**src/rtl/uart_pkg.sv**
```systemverilog
// Shared UART definitions: FSM state encodings and parity-mode codes.
package uart_pkg;

   typedef enum logic [2:0] {
      ST_IDLE   = 3'd0,
      ST_START  = 3'd1,
      ST_DATA   = 3'd2,
      ST_PARITY = 3'd3,
      ST_STOP   = 3'd4
   } uart_state_e;

   localparam logic [1:0] PAR_NONE = 2'b00;
   localparam logic [1:0] PAR_EVEN = 2'b01;
   localparam logic [1:0] PAR_ODD  = 2'b10;

   // Mode 2'b11 is reserved and behaves like PAR_NONE.
   function automatic logic has_parity(input logic [1:0] mode);
      return (mode == PAR_EVEN) || (mode == PAR_ODD);
   endfunction

endpackage

```
**src/rtl/uart_baud_gen.sv**
```systemverilog
// Bit-period timer: counts CLK_DIV clocks while enabled and pulses bit_tick
// on the last clock of each bit. A sync clear realigns it to a frame start.
module uart_baud_gen #(
   parameter int CLK_DIV = 16
) (
   input  logic clk,
   input  logic rst_n,
   input  logic en,
   input  logic clr,
   output logic bit_tick
);

   localparam int CNT_W = (CLK_DIV > 1) ? $clog2(CLK_DIV) : 1;
   localparam logic [CNT_W-1:0] CNT_LAST = CNT_W'(CLK_DIV - 1);

   logic [CNT_W-1:0] cnt_q, cnt_d;

   // Terminal-count detect; only meaningful while a frame is running.
   always_comb bit_tick = en && (cnt_q == CNT_LAST);

   // Next count: clear on accept, wrap at terminal value, hold at 0 when idle.
   always_comb begin
      cnt_d = cnt_q;
      if (clr || !en || bit_tick) begin
         cnt_d = '0;
      end else begin
         cnt_d = cnt_q + CNT_W'(1);
      end
   end

   // Count register.
   always_ff @(posedge clk or negedge rst_n) begin
      if (!rst_n) cnt_q <= '0;
      else        cnt_q <= cnt_d;
   end

endmodule

```
**src/rtl/uart_tx_param.sv**
```systemverilog
// Parametrised UART transmitter: valid/ready word intake, frame build
// (start, LSB-first data, optional parity, 1 or 2 stops) and serialisation.
//
// state     | meaning
// ----------+--------------------------------------------------
// ST_IDLE   | line high, tx_ready=1, waiting for a word
// ST_START  | driving start bit (0)
// ST_DATA   | shifting DATA_W data bits, LSB first
// ST_PARITY | driving parity bit (only when parity enabled)
// ST_STOP   | driving 1 or 2 stop bits (1)
module uart_tx_param
   import uart_pkg::*;
#(
   parameter int DATA_W  = 8,
   parameter int CLK_DIV = 16
) (
   input  logic              clk,
   input  logic              rst_n,
   input  logic [DATA_W-1:0] tx_data,
   input  logic              tx_valid,
   output logic              tx_ready,
   input  logic [1:0]        parity_mode,
   input  logic              two_stop,
   output logic              tx,
   output logic              busy
);

   localparam int BC_W = $clog2(DATA_W + 1);
   localparam logic [BC_W-1:0] BC_LAST = BC_W'(DATA_W - 1);

   uart_state_e       state_q, state_d;
   logic [DATA_W-1:0] shift_q, shift_d;
   logic [BC_W-1:0]   bit_cnt_q, bit_cnt_d;
   logic [1:0]        par_mode_q, par_mode_d;
   logic              two_stop_q, two_stop_d;
   logic              par_bit_q, par_bit_d;
   logic              tx_q, tx_d;
   logic              busy_q, busy_d;
   logic              accept;
   logic              bit_tick;

   assign tx_ready = (state_q == ST_IDLE);
   assign accept   = tx_valid && tx_ready;
   assign tx       = tx_q;
   assign busy     = busy_q;

   uart_baud_gen #(.CLK_DIV(CLK_DIV)) u_baud (
      .clk      (clk),
      .rst_n    (rst_n),
      .en       (state_q != ST_IDLE),
      .clr      (accept),
      .bit_tick (bit_tick)
   );

   // Next-state, shadow config capture and registered tx/busy values.
   always_comb begin
      state_d    = state_q;
      shift_d    = shift_q;
      bit_cnt_d  = bit_cnt_q;
      par_mode_d = par_mode_q;
      two_stop_d = two_stop_q;
      par_bit_d  = par_bit_q;
      tx_d       = tx_q;
      busy_d     = busy_q;
      unique case (state_q)
         ST_IDLE: begin
            tx_d = 1'b1;
            if (accept) begin
               state_d    = ST_START;
               shift_d    = tx_data;
               par_mode_d = parity_mode;
               two_stop_d = two_stop;
               par_bit_d  = (parity_mode == PAR_ODD) ? ~^tx_data : ^tx_data;
               bit_cnt_d  = '0;
               tx_d       = 1'b0;
               busy_d     = 1'b1;
            end
         end
         ST_START: begin
            if (bit_tick) begin
               state_d   = ST_DATA;
               tx_d      = shift_q[0];
               shift_d   = shift_q >> 1;
               bit_cnt_d = '0;
            end
         end
         ST_DATA: begin
            if (bit_tick) begin
               if (bit_cnt_q == BC_LAST) begin
                  bit_cnt_d = '0;
                  if (has_parity(par_mode_q)) begin
                     state_d = ST_PARITY;
                     tx_d    = par_bit_q;
                  end else begin
                     state_d = ST_STOP;
                     tx_d    = 1'b1;
                  end
               end else begin
                  bit_cnt_d = bit_cnt_q + BC_W'(1);
                  tx_d      = shift_q[0];
                  shift_d   = shift_q >> 1;
               end
            end
         end
         ST_PARITY: begin
            if (bit_tick) begin
               state_d = ST_STOP;
               tx_d    = 1'b1;
            end
         end
         ST_STOP: begin
            if (bit_tick) begin
               // bit_cnt reused to count the optional second stop bit
               if (two_stop_q && (bit_cnt_q == '0)) begin
                  bit_cnt_d = BC_W'(1);
               end else begin
                  state_d   = ST_IDLE;
                  bit_cnt_d = '0;
                  busy_d    = 1'b0;
               end
            end
         end
         default: begin
            state_d   = ST_IDLE;
            bit_cnt_d = '0;
            tx_d      = 1'b1;
            busy_d    = 1'b0;
         end
      endcase
   end

   // State, datapath and output registers; reset abandons any frame in flight.
   always_ff @(posedge clk or negedge rst_n) begin
      if (!rst_n) begin
         state_q    <= ST_IDLE;
         shift_q    <= '0;
         bit_cnt_q  <= '0;
         par_mode_q <= PAR_NONE;
         two_stop_q <= 1'b0;
         par_bit_q  <= 1'b0;
         tx_q       <= 1'b1;
         busy_q     <= 1'b0;
      end else begin
         state_q    <= state_d;
         shift_q    <= shift_d;
         bit_cnt_q  <= bit_cnt_d;
         par_mode_q <= par_mode_d;
         two_stop_q <= two_stop_d;
         par_bit_q  <= par_bit_d;
         tx_q       <= tx_d;
         busy_q     <= busy_d;
      end
   end

endmodule
```
**config.mk**
```make
export PLATFORM = sky130hd
export DESIGN_NAME = uart_tx_param
export DESIGN_NICKNAME = d
export VERILOG_FILES = /design/src/rtl/uart_pkg.sv /design/src/rtl/uart_baud_gen.sv /design/src/rtl/uart_tx_param.sv
export SDC_FILE = /design/constraint.sdc
export NUM_CORES = 1
export LEC_CHECK = 0
export ABC_AREA = 1
export BUFFER_PORTS_ARGS = -buffer_cell sky130_fd_sc_hd__buf_2
export CAP_MARGIN = 5
export CORE_ASPECT_RATIO = 1.25
export CORE_UTILIZATION = 50
export CTS_CLUSTER_SIZE = 16
export DETAILED_ROUTE_END_ITERATION = 10
export PLACE_DENSITY = 0.81
export SETUP_SLACK_MARGIN = 0.1
export SYNTH_ARGS = -nofsm -noshare
export SYNTH_HDL_FRONTEND = slang
export SYNTH_SLANG_ARGS = --single-unit
```
**constraint.sdc**
```tcl
create_clock -name clk -period 1.7 [get_ports clk]
set_input_delay 0.17 -clock clk [delete_from_list [all_inputs] [get_ports clk]]
set_output_delay 0.17 -clock clk [all_outputs]
set_load 0.05 [all_outputs]
```
# ---- After elaboration in Yosys (flattened, before gate mapping)
# Cells that the tools add are included.
dict set report op_classes {
  add_sub_neg 2
  n_eq_ne 17
  muxes 34
  bitwise_logic 3
  n_reduce_logical 20
}
# op n
set op_table {}
lappend op_table {{8-bit two-way mux} 4}
lappend op_table {{3-bit two-way mux} 8}
lappend op_table {{4-bit two-way mux} 6}
lappend op_table {{8-bit one-hot mux with 3 select lines} 1}
lappend op_table {{4-bit one-hot mux with 5 select lines} 1}
lappend op_table {{3-bit one-hot mux with 5 select lines} 1}
lappend op_table {{1-bit two-way mux} 11}
lappend op_table {{2-bit by 1-bit != test with 1-bit output (second input constant)} 5}
lappend op_table {{5-bit AND reduction} 2}
lappend op_table {{4-bit by 1-bit adder with 4-bit output (second input constant)} 2}
lappend op_table {{4-bit AND reduction} 2}
lappend op_table {{8-bit XNOR reduction} 1}
lappend op_table {{8-bit XOR reduction} 1}
lappend op_table {{7-bit AND reduction} 1}
lappend op_table {{3-bit by 2-bit equality test with 1-bit output (second input constant)} 2}
lappend op_table {{2-bit != test (second input constant)} 3}
lappend op_table {{3-bit nonzero test} 2}
lappend op_table {{1-bit one-hot mux with 5 select lines} 1}
lappend op_table {{2-bit equality test (second input constant)} 2}
lappend op_table {{4-bit by 3-bit equality test with 1-bit output (second input constant)} 1}
lappend op_table {{4-bit equality test (second input constant)} 1}
lappend op_table {{4-bit logical NOT} 1}
lappend op_table {{3-bit by 1-bit equality test with 1-bit output (second input constant)} 1}
lappend op_table {{3-bit equality test (second input constant)} 1}
lappend op_table {{other kinds (9)} 15}
dict set report totals {
  ff_bits 25
  input_bits 14
  out_inout_bits 3
}

# ---- Longest topological paths before layout
dict set report logic_depth {
  word_depth 6
  ltp_mapped 10
  ltp_nobuf 10
}

# ---- Cells and area by module
# Synthesis repeated with hierarchy kept, for this count alone.
dict set report unflattened {
  hier_cells 221
  hier_area_um2 1526.5
}
# mod instances cells_each area_each_um2
set by_module_without_submodules {}
lappend by_module_without_submodules {uart_tx_param 1 198 1336.3}
lappend by_module_without_submodules {uart_baud_gen 1 23 190.2}

# ---- Least setup slack after synthesis
# Ideal clock, no wire load.
dict set report synth_path {
  kind {register to register}
  start {reg state_q[0]}
  end {reg shift_q[0]}
  setup_ns 0.123
  arrival_time_ns 1.327
  required_ns 1.577
  slack_ns 0.249
  stages_incl_launch_ff 10
  synth_period_minus_slack_ns 1.451
  cell_sequence {dfrtp_1 > nor2_2 > nand2_4 > inv_4 > nand2_4 > nand2_4 > inv_4 > nand3_4 > buf_6 > o21ai_2}
}
dict set report synth_via {
  elab_chain_cells 4
  elab_cells_between_ends 13
  cone_classes {eq/ne: 6; mux: 1; reduce/logical: 6}
}
# element line
set synth_rtl {}
lappend synth_rtl {{start: declaration} uart_tx_param.sv:31} ;# uart_state_e state_q, state_d;
lappend synth_rtl {{start signal: assignment} uart_tx_param.sv:144} ;# state_q <= state_d;
lappend synth_rtl {{3-bit logical NOT *} uart_tx_param.sv:42} ;# assign tx_ready = (state_q == ST_IDLE);
lappend synth_rtl {{net tx_ready} uart_tx_param.sv:21} ;# output logic tx_ready,
lappend synth_rtl {{1-bit logical AND} uart_tx_param.sv:43} ;# assign accept = tx_valid && tx_ready;
lappend synth_rtl {{2-bit by 1-bit != test with 1-bit output (no line)} n/a}
lappend synth_rtl {{5-bit AND reduction (no line)} n/a}
lappend synth_rtl {{end signal: assignment} uart_tx_param.sv:145} ;# shift_q <= shift_d;
lappend synth_rtl {{end: declaration} uart_tx_param.sv:32} ;# logic [DATA_W-1:0] shift_q, shift_d;
# The timed path passes the listed nets; every way through them passes the cells marked *.
# A chain may end at the register's enable or synchronous reset.

# ---- Worst setup path in the final report
dict set report layout_path {
  start {reg state_q[0]}
  end {out tx_ready}
}
dict set report layout_via {
  elab_chain_cells 1
}
# element line
set layout_rtl {}
lappend layout_rtl {{3-bit logical NOT} uart_tx_param.sv:42}
lappend layout_rtl {{end: declaration} uart_tx_param.sv:21}
# No other way between the ends.

==> impl_metrics.ini <==
[logic_synthesis]
synth_top_area_cell = dfrtp_1
synth_edf_count = 0
synth-seq-area-share_pct = 39.4
synth_fa_ha_area_share_pct = 2.36
synth.area.top_cells = dfrtp_1 38%, nand2_1 17%, inv_1 6.4%
synthesis.area_um2 = 1590
synthMuxAreaShare_pct = 0
synth_most_common_cell = nand2_1
synth.net_count = 229
synth_compound_area_share_pct = 9.98
syn-mean-instance-area_um2 = 7.51
synth_top_flop_cell = dfrtp_1
synth.distinct_cells = 26
yosys-top-cells-count = 71 x nand2_1, 27 x inv_1, 24 x dfrtp_1
synth_top_family_by_area = simple AND/OR/NAND/NOR gates
synth_warnings = 0
synthXorXnorAreaFrac_pct = 2.20
syn_inst = 212
synth_top_area_share_pct = 37.7
synth-seq-cells = 25
synthSimpleGateAreaFrac_pct = 37.2
ys_async_sr_fraction_pct = 100

[timing]
setup_viol = 0
slew_headroom_pct = 63.9
fmax_mhz = 658
layout_worst_path_cycle_share_pct = 89.4
worst-slew-pin-transition_ns = 0.542
fin_worst_skew_ns = 0.00904
rsz0062_at_grt = yes
holdWs_ns = 0.0171
final_max_slew_viol_count = 0
period_needed_ns = 1.52
hold_viol_final = 0
fin_setup_tns_ns = 0

[layout]
layout-drive-gt1-share_pct = 25.8
area_delta_synth_final_pct = 11.8
nets = 251
num_antenna_cells = 0

[floorplanning]
pin_count = 17
die_w_um = 52.5
rows = 22
die_y_um = 65.1
coreArea_um2 = 2970
dieArea_um2 = 3420
start_util_pct = 53.6

[power]
peakVddDrop_mv = 1.06
powerDensity_nw_per_um2 = 1970
p_leak_nw = 0.958

[setup_path]
worst-setup-path-type = reg -> out
worstPathArrival_ns = 1.35
worstPathMaxFanout = 7
crit_path_start_kind = register
cpPeakStageDelay_ns = 0.51
path_cells = nor2_4, nand2_4, inv_4, buf_4
crit_required_ns = 1.53
cp-end-kind = output port
crit_slowest_cell = dfrtp_2

[global_routing]
grt_pass1_vias = 1194
grt_pass1_wl_um = 5020
track_usage_pct = 19.9
antenna_found_initial = 0
grt_max_degree = 26
grt-ovfl-total = 0

[clock_network]
worstSkewPairLatency_ns = 0.34
clock_path_buffers = 2
cts_root_buffer = clkbuf_4
cts.reportedPaths.clkPinSlew_ns = 0.16
cts_sinks = 25
cts_tree = done
cts_buffers = 3
h-tree-depth = 1

[routing]
vias_per_cell = 4.96
drc = 0
routed_wl_um = 3040
met3_length_um = 60
routed.top_layer = met4
vias = 1333
drt_pass1_iterations = 4
route.met2.wl_um = 1570
drt-wirelength-per-cell_um = 11.3
ant_nets = 0
wl_met1_um = 1350
first_iter_violations = 27

[placed_design]
gp_congestion = 0.793
dpl.hpwl_um = 2270
io_buffers = 16

[min_path]
hp-class = in -> reg

[flow_run]
timing.max_cap.violations = 0

[status]
outcome = finished, final reports clean
layout by cell type (no fill, tap or decap):
cell type,instances
nor2_8,1
o21ai_1,2
ha_1,3
inv_1,27
dfstp_2,1
clkbuf_4,3
a21oi_2,1
nor3b_1,1
dfrtp_1,23
dlygate4sd3_1,1
nor4_1,1
nand2_2,9
nor2_1,12
nand3b_1,1
nand3_1,15
nand2_4,4
a21oi_1,2
o21ai_0,11
nor2_4,4
nand3_4,2
nand2_1,70
dfrtp_2,1
inv_4,2
xor2_1,3
clkinvlp_4,1
buf_4,1
buf_2,15
nor2_2,3
o21ai_2,9
inv_2,3
xnor2_1,1
sequential cells by signal, indices dropped and copies added, names as in the netlist:
| name | flops |
|---|---|
| tx | 1 |
| par_mode_q | 2 |
| two_stop_q | 1 |
| shift_q | 8 |
| bit_cnt_q | 4 |
| par_bit_q | 1 |
| u_baud.cnt_q | 4 |
| state_q | 3 |
| busy | 1 |
metal layers:
metal | global-route usage (%) | vias to the layer above
met5 | 0 | -
met2 | 35.4 | 16
li1 | - | 700
met3 | 2.08 | 4
met4 | 9.87 | 0
met1 | 22.9 | 613
power breakdown:
part           internal (mW)  switching (mW)
Sequential             0.867           0.206
Clock                 0.0904           0.208
Combinational          0.703            1.43
Total                   1.66            1.85
path summary, 6_finish.rpt:
path,from,slack (ns),cells past startpoint,endpoint
max reg2reg,u_baud.cnt_q[0],0.18,8,shift_q[1]
max in group asynchronous,rst_n,0.99,2,state_q[0]
min,two_stop,0.02,3,two_stop_q
min reg2reg,u_baud.cnt_q[0],0.49,1,u_baud.cnt_q[0]
max,state_q[0],0.18,4,tx_ready
min in group asynchronous,rst_n,0.32,2,bit_cnt_q[2]
critical path, delay by kind of cell (launching register included):
kind,cells,cell delay (ns)
simple gates,2,0.24
flops,1,0.51
buf+inv,2,0.26
logic make-up after synthesis:
kind of cell | count (synthesis)
and+or+nand+nor | 121
DFF | 25
buffers and inverters | 34
adders and majority gates | 3
AOI/OAI and AO/OA | 25
xor gates and xnor gates | 4
final cells by class:
class / instances / area, µm²
Clock inverter: 1 / 7.51
Multi-Input combinational cell: 155 / 860
Tap cell: 36 / 45.0
Clock buffer: 3 / 22.5
Fill cell: 282 / 1190
Timing Repair Buffer: 17 / 92.6
Inverter: 32 / 125
Sequential cell: 25 / 628
per-stage QoR:
step / power [mW] / worst slack [ns] / std cells / instance area [µm²] / utilization [%]
finish: 3.51 / 0.179 / 269 / 1780 / 59.9
global placement: 3.03 / 0.197 / 262 / 1700 / 57.2
floorplan: 2.76 / 0.249 / 212 / 1590 / -
global route: 3.82 / 0.0890 / 269 / 1780 / 59.9
detailed placement: 3.10 / 0.138 / 262 / 1700 / 57.2
CTS: 3.40 / 0.117 / 267 / 1750 / 58.7
timing repair:
| action | CTS | global route |
|---|---|---|
| resized for setup | 2 | 4 |
| endpoints found under the hold margin | 24 | 0 |
| gates cloned | 0 | 2 |
| hold buffers | 1 | 0 |
| setup endpoints to repair | 1 | 15 |
| pin swaps | 0 | 2 |
| buffers inserted | 0 | 0 |
(Power assumes the default switching activity.)
